$ cat config.mk
export PLATFORM = sky130hd
export DESIGN_NAME = mmwave_chirp_timer
export DESIGN_NICKNAME = d
export VERILOG_FILES = /design/src/rtl/mmwave_pkg.sv /design/src/rtl/mmwave_prescaler.sv /design/src/rtl/mmwave_chirp_timer.sv
export SDC_FILE = /design/constraint.sdc
export NUM_CORES = 1
export LEC_CHECK = 0
export CAP_MARGIN = 20
export CORE_UTILIZATION = 45
export CTS_CLUSTER_SIZE = 10
export DETAILED_ROUTE_END_ITERATION = 16
export SLEW_MARGIN = 20
export SYNTH_ARGS = -nofsm -noshare
export SYNTH_HDL_FRONTEND = slang
export SYNTH_SLANG_ARGS = --single-unit
$ cat constraint.sdc
create_clock -name clk -period 9.3 [get_ports clk]
set_clock_uncertainty 0.2 [all_clocks]
set_input_delay 1.395 -clock clk [delete_from_list [all_inputs] [get_ports clk]]
set_output_delay 1.395 -clock clk [all_outputs]
set_load 0.005 [all_outputs]
$ cat src/rtl/mmwave_pkg.sv
// Shared definitions for the mmWave chirp timer: FSM encoding, default widths
// and the zero-to-one clamp applied to every prescaler configuration field.
package mmwave_pkg;

    localparam int DEF_CHIRP_IDX_W = 5;
    localparam int DEF_PERIOD_W    = 32;
    localparam int DEF_CHIRP_PSC_W = 16;
    localparam int DEF_AD_PSC_W    = 32;
    localparam int DEF_DS_PSC_W    = 16;

    typedef enum logic [1:0] {
        ST_IDLE  = 2'd0,
        ST_CHIRP = 2'd1,
        ST_GAP   = 2'd2
    } chirp_state_e;

    // A programmed count of zero behaves exactly like a count of one.
    function automatic logic [31:0] clamp_to_one(input logic [31:0] v);
        return (v == 32'd0) ? 32'd1 : v;
    endfunction

endpackage

$ cat src/rtl/mmwave_prescaler.sv
// Wrapping up-counter with synchronous clear. tc_o flags that the value the
// counter will hold next cycle equals term_i, so callers can register strobes.
module mmwave_prescaler #(
    parameter int W = 16
) (
    input  logic         clk,
    input  logic         rst,
    input  logic         clr_i,
    input  logic         en_i,
    input  logic [W-1:0] term_i,
    output logic         tc_o
);

    logic [W-1:0] cnt_q;
    logic [W-1:0] cnt_d;

    always_comb begin
        cnt_d = cnt_q;
        if (clr_i) begin
            cnt_d = '0;
        end else if (en_i) begin
            cnt_d = (cnt_q == term_i) ? '0 : cnt_q + W'(1);
        end
    end

    always_ff @(posedge clk) begin
        if (rst) begin
            cnt_q <= '0;
        end else begin
            cnt_q <= cnt_d;
        end
    end

    assign tc_o = (cnt_d == term_i);

endmodule

$ cat src/rtl/mmwave_chirp_timer.sv
// Frame/chirp sequencer for the VCO ramp plus ADC and decimation strobes.
// Configuration is shadowed at each frame start; every output is registered.
module mmwave_chirp_timer
    import mmwave_pkg::*;
#(
    parameter int CHIRP_IDX_W = DEF_CHIRP_IDX_W,
    parameter int PERIOD_W    = DEF_PERIOD_W,
    parameter int CHIRP_PSC_W = DEF_CHIRP_PSC_W,
    parameter int AD_PSC_W    = DEF_AD_PSC_W,
    parameter int DS_PSC_W    = DEF_DS_PSC_W
) (
    input  logic                   clk,
    input  logic                   rst,
    input  logic                   sys_en_i,
    input  logic                   vco_enable_i,
    input  logic [CHIRP_PSC_W-1:0] chirp_freq_psc_i,
    input  logic [CHIRP_IDX_W-1:0] chirp_num_i,
    input  logic [PERIOD_W-1:0]    period_psc_i,
    input  logic [AD_PSC_W-1:0]    ad_samplerate_psc_i,
    input  logic [DS_PSC_W-1:0]    down_samplerate_psc_i,
    output logic                   frame_start_o,
    output logic                   chirp_start_o,
    output logic                   vco_ramp_o,
    output logic [CHIRP_IDX_W-1:0] chirp_idx_o,
    output logic                   adc_strobe_o,
    output logic                   ds_strobe_o,
    output logic                   busy_o
);

    chirp_state_e state_q, state_d;
    logic en;
    logic start_frame, start_chirp, start_any, in_chirp_d;

    logic [CHIRP_PSC_W-1:0] l_q, l_d;
    logic [CHIRP_IDX_W-1:0] n_q, n_d;
    logic [PERIOD_W-1:0]    p_q, p_d;
    logic [AD_PSC_W-1:0]    s_q, s_d;
    logic [DS_PSC_W-1:0]    d_q, d_d;

    logic chirp_last_q, frame_done_q;
    logic chirp_tc, frame_tc, sample_tc, ds_tc;

    logic [CHIRP_IDX_W-1:0] idx_q, idx_d;
    logic frame_start_q, chirp_start_q, vco_ramp_q, adc_strobe_q, ds_strobe_q, busy_q;
    logic adc_strobe_d, ds_strobe_d;

    assign en = sys_en_i & vco_enable_i;

    // Next-state logic. chirp_last_q / frame_done_q describe the current cycle.
    always_comb begin
        state_d     = state_q;
        start_frame = 1'b0;
        start_chirp = 1'b0;
        unique case (state_q)
            ST_IDLE: begin
                if (en) begin
                    state_d     = ST_CHIRP;
                    start_frame = 1'b1;
                end
            end
            ST_CHIRP: begin
                if (!en) begin
                    state_d = ST_IDLE;
                end else if (chirp_last_q) begin
                    if (idx_q < n_q - CHIRP_IDX_W'(1)) begin
                        start_chirp = 1'b1;
                    end else if (frame_done_q) begin
                        start_frame = 1'b1;
                    end else begin
                        state_d = ST_GAP;
                    end
                end
            end
            ST_GAP: begin
                if (!en) begin
                    state_d = ST_IDLE;
                end else if (frame_done_q) begin
                    state_d     = ST_CHIRP;
                    start_frame = 1'b1;
                end
            end
            default: state_d = ST_IDLE;
        endcase
    end

    // Output logic: values the registered outputs take in the next cycle.
    always_comb begin
        start_any  = start_frame | start_chirp;
        in_chirp_d = (state_d == ST_CHIRP);

        l_d = start_frame ? CHIRP_PSC_W'(clamp_to_one(32'(chirp_freq_psc_i)))      : l_q;
        n_d = start_frame ? CHIRP_IDX_W'(clamp_to_one(32'(chirp_num_i)))           : n_q;
        p_d = start_frame ? PERIOD_W'(clamp_to_one(32'(period_psc_i)))             : p_q;
        s_d = start_frame ? AD_PSC_W'(clamp_to_one(32'(ad_samplerate_psc_i)))      : s_q;
        d_d = start_frame ? DS_PSC_W'(clamp_to_one(32'(down_samplerate_psc_i)))    : d_q;

        idx_d = idx_q;
        if (start_frame || state_d == ST_IDLE) begin
            idx_d = '0;
        end else if (start_chirp) begin
            idx_d = idx_q + CHIRP_IDX_W'(1);
        end

        adc_strobe_d = in_chirp_d & sample_tc;
        ds_strobe_d  = in_chirp_d & sample_tc & ds_tc;
    end

    mmwave_prescaler #(.W(CHIRP_PSC_W)) u_chirp_cnt (
        .clk(clk), .rst(rst),
        .clr_i(start_any | ~in_chirp_d), .en_i(1'b1),
        .term_i(l_d - CHIRP_PSC_W'(1)), .tc_o(chirp_tc)
    );

    // Frame counter saturates at P-1 so long chirp trains never wrap it.
    mmwave_prescaler #(.W(PERIOD_W)) u_frame_cnt (
        .clk(clk), .rst(rst),
        .clr_i(start_frame | (state_d == ST_IDLE)), .en_i(~frame_done_q),
        .term_i(p_d - PERIOD_W'(1)), .tc_o(frame_tc)
    );

    mmwave_prescaler #(.W(AD_PSC_W)) u_sample_cnt (
        .clk(clk), .rst(rst),
        .clr_i(start_any | ~in_chirp_d), .en_i(1'b1),
        .term_i(s_d - AD_PSC_W'(1)), .tc_o(sample_tc)
    );

    // Counts ADC strobes already issued in this chirp.
    mmwave_prescaler #(.W(DS_PSC_W)) u_ds_cnt (
        .clk(clk), .rst(rst),
        .clr_i(start_any | ~in_chirp_d), .en_i(adc_strobe_q),
        .term_i(d_d - DS_PSC_W'(1)), .tc_o(ds_tc)
    );

    always_ff @(posedge clk) begin
        if (rst) begin
            state_q       <= ST_IDLE;
            l_q           <= '0;
            n_q           <= '0;
            p_q           <= '0;
            s_q           <= '0;
            d_q           <= '0;
            chirp_last_q  <= 1'b0;
            frame_done_q  <= 1'b0;
            idx_q         <= '0;
            frame_start_q <= 1'b0;
            chirp_start_q <= 1'b0;
            vco_ramp_q    <= 1'b0;
            adc_strobe_q  <= 1'b0;
            ds_strobe_q   <= 1'b0;
            busy_q        <= 1'b0;
        end else begin
            state_q       <= state_d;
            l_q           <= l_d;
            n_q           <= n_d;
            p_q           <= p_d;
            s_q           <= s_d;
            d_q           <= d_d;
            chirp_last_q  <= chirp_tc;
            frame_done_q  <= frame_tc;
            idx_q         <= idx_d;
            frame_start_q <= start_frame;
            chirp_start_q <= start_any;
            vco_ramp_q    <= in_chirp_d;
            adc_strobe_q  <= adc_strobe_d;
            ds_strobe_q   <= ds_strobe_d;
            busy_q        <= (state_d != ST_IDLE);
        end
    end

    assign frame_start_o = frame_start_q;
    assign chirp_start_o = chirp_start_q;
    assign vco_ramp_o    = vco_ramp_q;
    assign chirp_idx_o   = idx_q;
    assign adc_strobe_o  = adc_strobe_q;
    assign ds_strobe_o   = ds_strobe_q;
    assign busy_o        = busy_q;

endmodule
After elaboration in Yosys (flattened, before gate mapping) --
Index checks and enable logic that the tools add are counted.
Storage, ports and cells: output and inout port bits 11, flip-flop bits (word level) 212, memories kept 0, logic and storage cells 96, memory bits (read-only) 0, memory bits (writable) 0, bits in latches 0, input bits 105
Cells by class: multipliers 0, reductions and logical operators 10, multiplexer cells 38, magnitude comparators 1, shift operators 0, divide/modulo/power cells 0, eq/ne operators 11, add/sub/neg operators 10, bitwise gates (word level) 7
Operators by type and width (number):
- 32-bit two-way mux | 9
- 16-bit two-way mux | 9
- 32-bit equality test | 4
- 32-bit by 1-bit adder with 32-bit output, second input constant | 2
- 16-bit equality test | 4
- 32-bit logical NOT | 2
- 32-bit by 1-bit subtractor with 32-bit output, second input constant | 2
- 16-bit by 1-bit adder with 16-bit output, second input constant | 2
- 16-bit logical NOT | 2
- 16-bit by 1-bit subtractor with 16-bit output, second input constant | 2
- 2-bit two-way mux | 7
- 1-bit two-way mux | 10
- 2-bit case mux with 3 select lines | 1
- 5-bit by 1-bit adder with 5-bit output, second input constant | 1
- 5-bit logical NOT | 1
- 5-bit < comparator | 1
- 5-bit two-way mux | 1
- 5-bit by 1-bit subtractor with 5-bit output, second input constant | 1
- 2-bit by 1-bit equality test with 1-bit output, second input constant | 2
- 2-bit logical NOT | 2
- 1-bit AND | 3
- 1-bit bitwise OR | 3
- 1-bit case mux with 3 select lines | 1
- 2-bit equality test, second input constant | 1
- 4 further kinds | 4

Longest topological paths before layout --
word-level depth 14, gate-level depth with buffers 35, mapped depth without buffers 24

Cells and area by module --
From an unflattened synthesis, not the netlist that was laid out.
Unflattened totals: cell total of the unflattened synthesis 2088, area total of the unflattened synthesis 16852.4 um2
Modules (own cells, without submodules):
- mmwave_chirp_timer | area each 8054.0 um2, times used 1, seq. area each 2322.2 um2, cells an instance 1018
- mmwave_prescaler at u_frame_cnt ... | area each 2992.9 um2, times used 2, seq. area each 640.6 um2, cells an instance 370
- mmwave_prescaler at u_chirp_cnt ... | area each 1406.3 um2, times used 2, seq. area each 320.3 um2, cells an instance 165

Least setup slack after synthesis --
No wires, ideal clock.
path kind in2reg, start point input port sys_en_i, end point register ds_strobe_q, in the netlist ds_strobe_o, arrival 8042 ps, required time 9013 ps, library setup time 87 ps, slack 971 ps, cell stages on the path 29, path buffers 11, cells stage by stage and3b_1 -> o21a_1 -> o21ai_2 -> buf_4 -> buf_6 -> buf_2 -> buf_4 -> buf_4 -> buf_2 -> buf_2 -> buf_2 -> buf_1 -> buf_1 -> mux2i_1 -> ha_1 -> buf_2 -> nor4b_1 -> nand4_1 -> or4_1 -> nand3_1 -> nand3_1 -> a211oi_1 -> nand4_1 -> nor4_2 -> nand4_4 -> a21oi_1 -> o221ai_1 -> a2111oi_2 -> nor4b_2
On the way: cells in the longest elaborated chain, start to end 11, elaborated cells on any way between the ends 30, those cells by class add/sub (2); eq/ne (5); mux (17); bitwise (6)
RTL lines:
- start, declared | RTL line mmwave_chirp_timer.sv:14 | input logic sys_en_i,
- 1-bit AND * | RTL line mmwave_chirp_timer.sv:47 | assign en = sys_en_i & vco_enable_i;
- 1-bit two-way mux (on tied branches) | RTL line mmwave_chirp_timer.sv:75, mmwave_chirp_timer.sv:56, mmwave_chirp_timer.sv:62
- 1-bit case mux with 3 select lines | RTL line mmwave_chirp_timer.sv:54 | unique case (state_q)
- 32-bit two-way mux or 16-bit two-way mux (tied branches) | RTL line mmwave_chirp_timer.sv:94, mmwave_chirp_timer.sv:95
- 32-bit by 1-bit subtractor with 32-bit output or 16-bit by 1-bit subtractor with 16-bit output (tied branches) | RTL line mmwave_chirp_timer.sv:124, mmwave_chirp_timer.sv:131
- 32-bit equality test or 16-bit equality test (tied branches) | RTL line mmwave_prescaler.sv:22 | cnt_d = (cnt_q == term_i) ? '0 : cnt_q + W'(1);
- 32-bit two-way mux or 16-bit two-way mux (tied branches) | RTL line mmwave_prescaler.sv:22
- 32-bit two-way mux or 16-bit two-way mux (tied branches) | RTL line mmwave_prescaler.sv:19, mmwave_prescaler.sv:21
- 32-bit equality test or 16-bit two-way mux (tied branches) | RTL line mmwave_prescaler.sv:34, mmwave_prescaler.sv:19
- 1-bit AND or 16-bit equality test (tied branches) | RTL line mmwave_chirp_timer.sv:105, mmwave_prescaler.sv:34
- 1-bit AND * | RTL line mmwave_chirp_timer.sv:105 | ds_strobe_d = in_chirp_d & sample_tc & ds_tc;
- end signal, assigned | RTL line mmwave_chirp_timer.sv:165 | ds_strobe_q <= ds_strobe_d;
- end, declared | RTL line mmwave_chirp_timer.sv:44 | logic frame_start_q, chirp_start_q, vco_ramp_q, adc_strobe_q, ds_strobe_q, busy_q;
Every way passes the cells marked *; elsewhere a longest branch is shown, timed or not. A chain may end at the register's enable or synchronous reset.

Worst setup path after layout --
start point register n_q[0], end point register u_frame_cnt.cnt_q[12]
On the way: cells in the longest elaborated chain, start to end 12, elaborated cells on any way between the ends 18, those cells by class add/sub (2); order compare (1); eq/ne (1); mux (12); bitwise (1); reduce/logical (1)
RTL lines:
- start, declared | RTL line mmwave_chirp_timer.sv:35 | logic [CHIRP_IDX_W-1:0] n_q, n_d;
- start signal, assigned | RTL line mmwave_chirp_timer.sv:154 | n_q <= n_d;
- 5-bit by 1-bit subtractor with 5-bit output * | RTL line mmwave_chirp_timer.sv:65 | if (idx_q < n_q - CHIRP_IDX_W'(1)) begin
- 5-bit < comparator * | RTL line mmwave_chirp_timer.sv:65
- 1-bit two-way mux | RTL line mmwave_chirp_timer.sv:65
- 1-bit two-way mux | RTL line mmwave_chirp_timer.sv:64 | end else if (chirp_last_q) begin
- 1-bit two-way mux | RTL line mmwave_chirp_timer.sv:62 | if (!en) begin
- 1-bit case mux with 3 select lines | RTL line mmwave_chirp_timer.sv:54
- 32-bit two-way mux | RTL line mmwave_chirp_timer.sv:93 | p_d = start_frame ? PERIOD_W'(clamp_to_one(32'(period_psc_i))) : p_q;
- 32-bit by 1-bit subtractor with 32-bit output | RTL line mmwave_chirp_timer.sv:118 | .term_i(p_d - PERIOD_W'(1)), .tc_o(frame_tc)
- 32-bit equality test | RTL line mmwave_prescaler.sv:22
- 32-bit two-way mux | RTL line mmwave_prescaler.sv:22
- 32-bit two-way mux | RTL line mmwave_prescaler.sv:21 | end else if (en_i) begin
- 32-bit two-way mux * | RTL line mmwave_prescaler.sv:19 | if (clr_i) begin
- end signal, assigned | RTL line mmwave_prescaler.sv:30 | cnt_q <= cnt_d;
- end, declared | RTL line mmwave_prescaler.sv:14 | logic [W-1:0] cnt_q;
Marks and branches as above.

==> metrics <==
outcome finished, final reports clean; Setup Crit Path Kind flop to flop; Hold WC Path Type flop to flop; post-cts gate resize count 0; setup TNS 0 ns; Core Area between 30000 and 40000 sq um; max-capacitance violation count 0; Setup-failing EPs final 0; crit start category flop; clock root buffer clkbuf_16; flop2flop setup slack between 1.5 and 2 ns; Primary FF master, synth dfxtp_1; max_slew headroom approximately 32%; Total Power about 3.2 mW; vias in the first global route roughly 17000; Critical Path Sink Type flop; Synth cell types 99; DP Area 19400 sq um; leakage power 7.70 nW; RSZ-0062 raised after global routing false; mux cell area share after synthesis approximately 6.8%; cell depth of the worst hold path 2; Min-Delay Endpoint p_q[31]; fmax 0.129 GHz; GR Util All Layers between 30% and 40%; clk slew on worst S/H paths 0.06 ns; Yosys warnings 0; drt drc 0; GRT overflow 0; Layout fillers a little under 4000; Via Count 17900; IO Port Bufs between 100 and 150; Final min period a little under 8 ns; r2r startpoint n_q[0]; Adder-Cell Fraction of Synth Area between 1 and 1.5%; Core Rows 72; Die ar. around 41000 sq um; PwrDens around 160 nW/um^2; final hold vios 0; largest net degree at the start of global routing 75; first-pass GRT wire length 99800 um; crit path DAT about 8 ns; Max clock buf depth 3; final WL 64900 um; post-route cell area 20400 sq um; Die W 201 um; register area ~4200 sq um; placer congestion estimate a little under 1; worst slew pin tran 1.01 ns; Initial Utilization between 40% and 50%; CTS tree yes; DR iter-0 viols 1367; Max VDD drop 0.000137 V; post-route ant nets 0; Slew Viols, Final 0; Crit Reg-Reg Endpoint u_frame_cnt.cnt_q[12]; drt pass-1 iters 6; register area share after synthesis 23.7%; Post-CTS Setup Inserts 0; Multi-input gate area roughly 13000 sq um; final period utilization a little over four fifths; number of enable flip-flop cells after synthesis 0; Synth Area in XOR/XNOR 18.1%; clk_lat worst skew just under 0.6 ns; post-synthesis simple-gate area fraction around 31%; # IOs around 120; post-DP HPWL ~50000 um; cell count after synthesis 2313; WL per Instance around 22 um; R2R depth 24; Die Y 201 um; H-tree depth 1; hold_sp p_q[31]; total CTS buffers 29; asr flop ratio synth 0%; critical path required time 9.55 ns; Sink Count around 210; Synth Area in Compound Gates 14.9%; syn_nets about 2400; Nets around 2500; vias per cell roughly 6.1; Layout area overhead 14.0%; largest family of logic cells by synthesized area simple AND/OR/NAND/NOR gates; Hold Buf Count CTS 0; WHS between 0.2 and 0.3 ns; largest fanout on the critical path 28; synthesized area about 18000 sq um; initial antenna violation count 2; syn avg cell area 7.73 sq um; Synth Register Bits approximately 210; layout cells sized above 1 about 6.3%
==> cell usage after synthesis (11+ instances only) <==
master | number | share of area, %
nor4_1 | 71 | 2.5
nand3b_1 | 16 | 0.67
nor3_1 | 80 | 2.2
nor4b_1 | 17 | 0.83
nor2_1 | 309 | 6.5
buf_2 | 24 | 0.67
xnor2_1 | 165 | 8.1
o21ai_0 | 47 | 1.3
nor2b_1 | 28 | 0.98
inv_1 | 51 | 1.1
a21oi_1 | 111 | 3.1
nand2b_1 | 25 | 0.87
o211ai_1 | 17 | 0.71
nand4b_1 | 13 | 0.64
a211oi_1 | 19 | 0.80
or4_1 | 25 | 1.0
nand3_1 | 78 | 2.2
and3_1 | 25 | 0.87
o31ai_1 | 14 | 0.59
clkbuf_1 | 67 | 1.4
mux2i_1 | 99 | 5.5
a22oi_1 | 13 | 0.55
o22ai_1 | 22 | 0.77
dfxtp_1 | 212 | 24
a31oi_1 | 21 | 0.73
and2_1 | 15 | 0.52
xor2_1 | 151 | 7.4
a2111oi_0 | 14 | 0.69
xnor3_1 | 17 | 2.1
nand2_1 | 234 | 4.9
mux2_2 | 18 | 1.1
ha_1 | 18 | 1.3
nand4_1 | 50 | 1.7
nor3b_1 | 11 | 0.46
or3_1 | 33 | 1.2
==> registers in the layout (all words and copies together), names as in the netlist, 2 cells and up <==
register            cells
p_q                    32
s_q                    32
u_frame_cnt.cnt_q      32
u_sample_cnt.cnt_q     32
d_q                    16
l_q                    16
u_chirp_cnt.cnt_q      16
u_ds_cnt.cnt_q         16
chirp_idx_o             5
n_q                     5
state_q                 2
==> worst max-delay path: stages (launching register included) <==
cell      delay [ns]
dfxtp_1         0.37
inv_1           0.07
ha_1            0.22
nand2_1         0.08
xor2_1          0.16
ha_1            0.33
a21oi_1         0.31
nand2_1         0.22
o21ai_4         0.45
buf_4           0.44
mux2i_1         0.30
ha_1            0.49
nor3b_1         0.52
nand4_1         0.39
nor4_1          0.51
xor3_1          0.32
and2_1          0.17
a211oi_1        0.27
and4_1          0.23
and4_1          0.24
nand4_4         0.21
and2_1          0.38
nand2b_1        0.29
buf_4           0.35
nor2_1          0.08
==> power by group <==
part	leakage (nW)	switching (mW)	total [mW]	internal (mW)
Combinational	5.51	0.687	1.13	0.441
Sequential	1.72	0.0320	0.966	0.934
Clock	0.469	0.455	1.14	0.683
==> cell families (layout without fill, tap and decap cells) <==
kind of cell    after synthesis  after routing
flops                       212            212
xor+xnor                    337            337
buf+inv                     161            247
simple gates               1082           1082
other cells                   0              3
fa+ha+maj                    18             18
compound gates              385            385
mux                         118            118
==> per-layer routing <==
metal	global-route usage [%]	vias up	part of all wire (%)
li1	-	8505	-
met1	41.7	8596	44
met2	50.9	678	46
met3	3.51	133	5.9
met4	12.7	0	4.2
met5	0	-	0
==> layout by cell type (no fill, tap or decap), types with 70 or more instances in the layout <==
master,Yosys,routed
nor2_1,309,309
nand2_1,234,234
dfxtp_1,212,212
xnor2_1,165,165
xor2_1,151,151
clkdlybuf4s50_1,0,114
a21oi_1,111,111
mux2i_1,99,99
nor3_1,80,79
nand3_1,78,78
nor4_1,71,70
==> through the flow <==
step	util, %	instances	worst slack (ns)
after floorplan	-	2313	0.971
after global placement	49.9	2866	1.19
after detailed placement	49.9	2866	1.18
after CTS	52.3	2917	1.58
after global routing	52.4	2920	1.01
final	52.4	2920	1.53
==> how the worst max path moves through the flow <==
stage,from,end,slack (ns),depth (start not counted)
global route,n_q[0],u_frame_cnt.cnt_q[16],1.01,24
detailed placement,period_psc_i[22],u_frame_cnt.cnt_q[12],1.18,20
finish,n_q[0],u_frame_cnt.cnt_q[12],1.53,24
global placement,period_psc_i[22],u_frame_cnt.cnt_q[12],1.19,20
floorplan,sys_en_i,ds_strobe_o,0.97,29
CTS,n_q[0],frame_done_q,1.58,23
==> cell type report <==
| class | count | area share [%] |
|---|---|---|
| Tap cell | 518 | 3.18 |
| Clock inverter | 11 | 0.657 |
| Inverter | 51 | 0.939 |
| Sequential cell | 212 | 20.8 |
| Multi-Input combinational cell | 1940 | 63.7 |
| Timing Repair Buffer | 145 | 6.74 |
| Clock buffer | 40 | 3.96 |
| Antenna cell | 3 | 0.0368 |
Note: power is estimated with default switching activity, not from simulation.
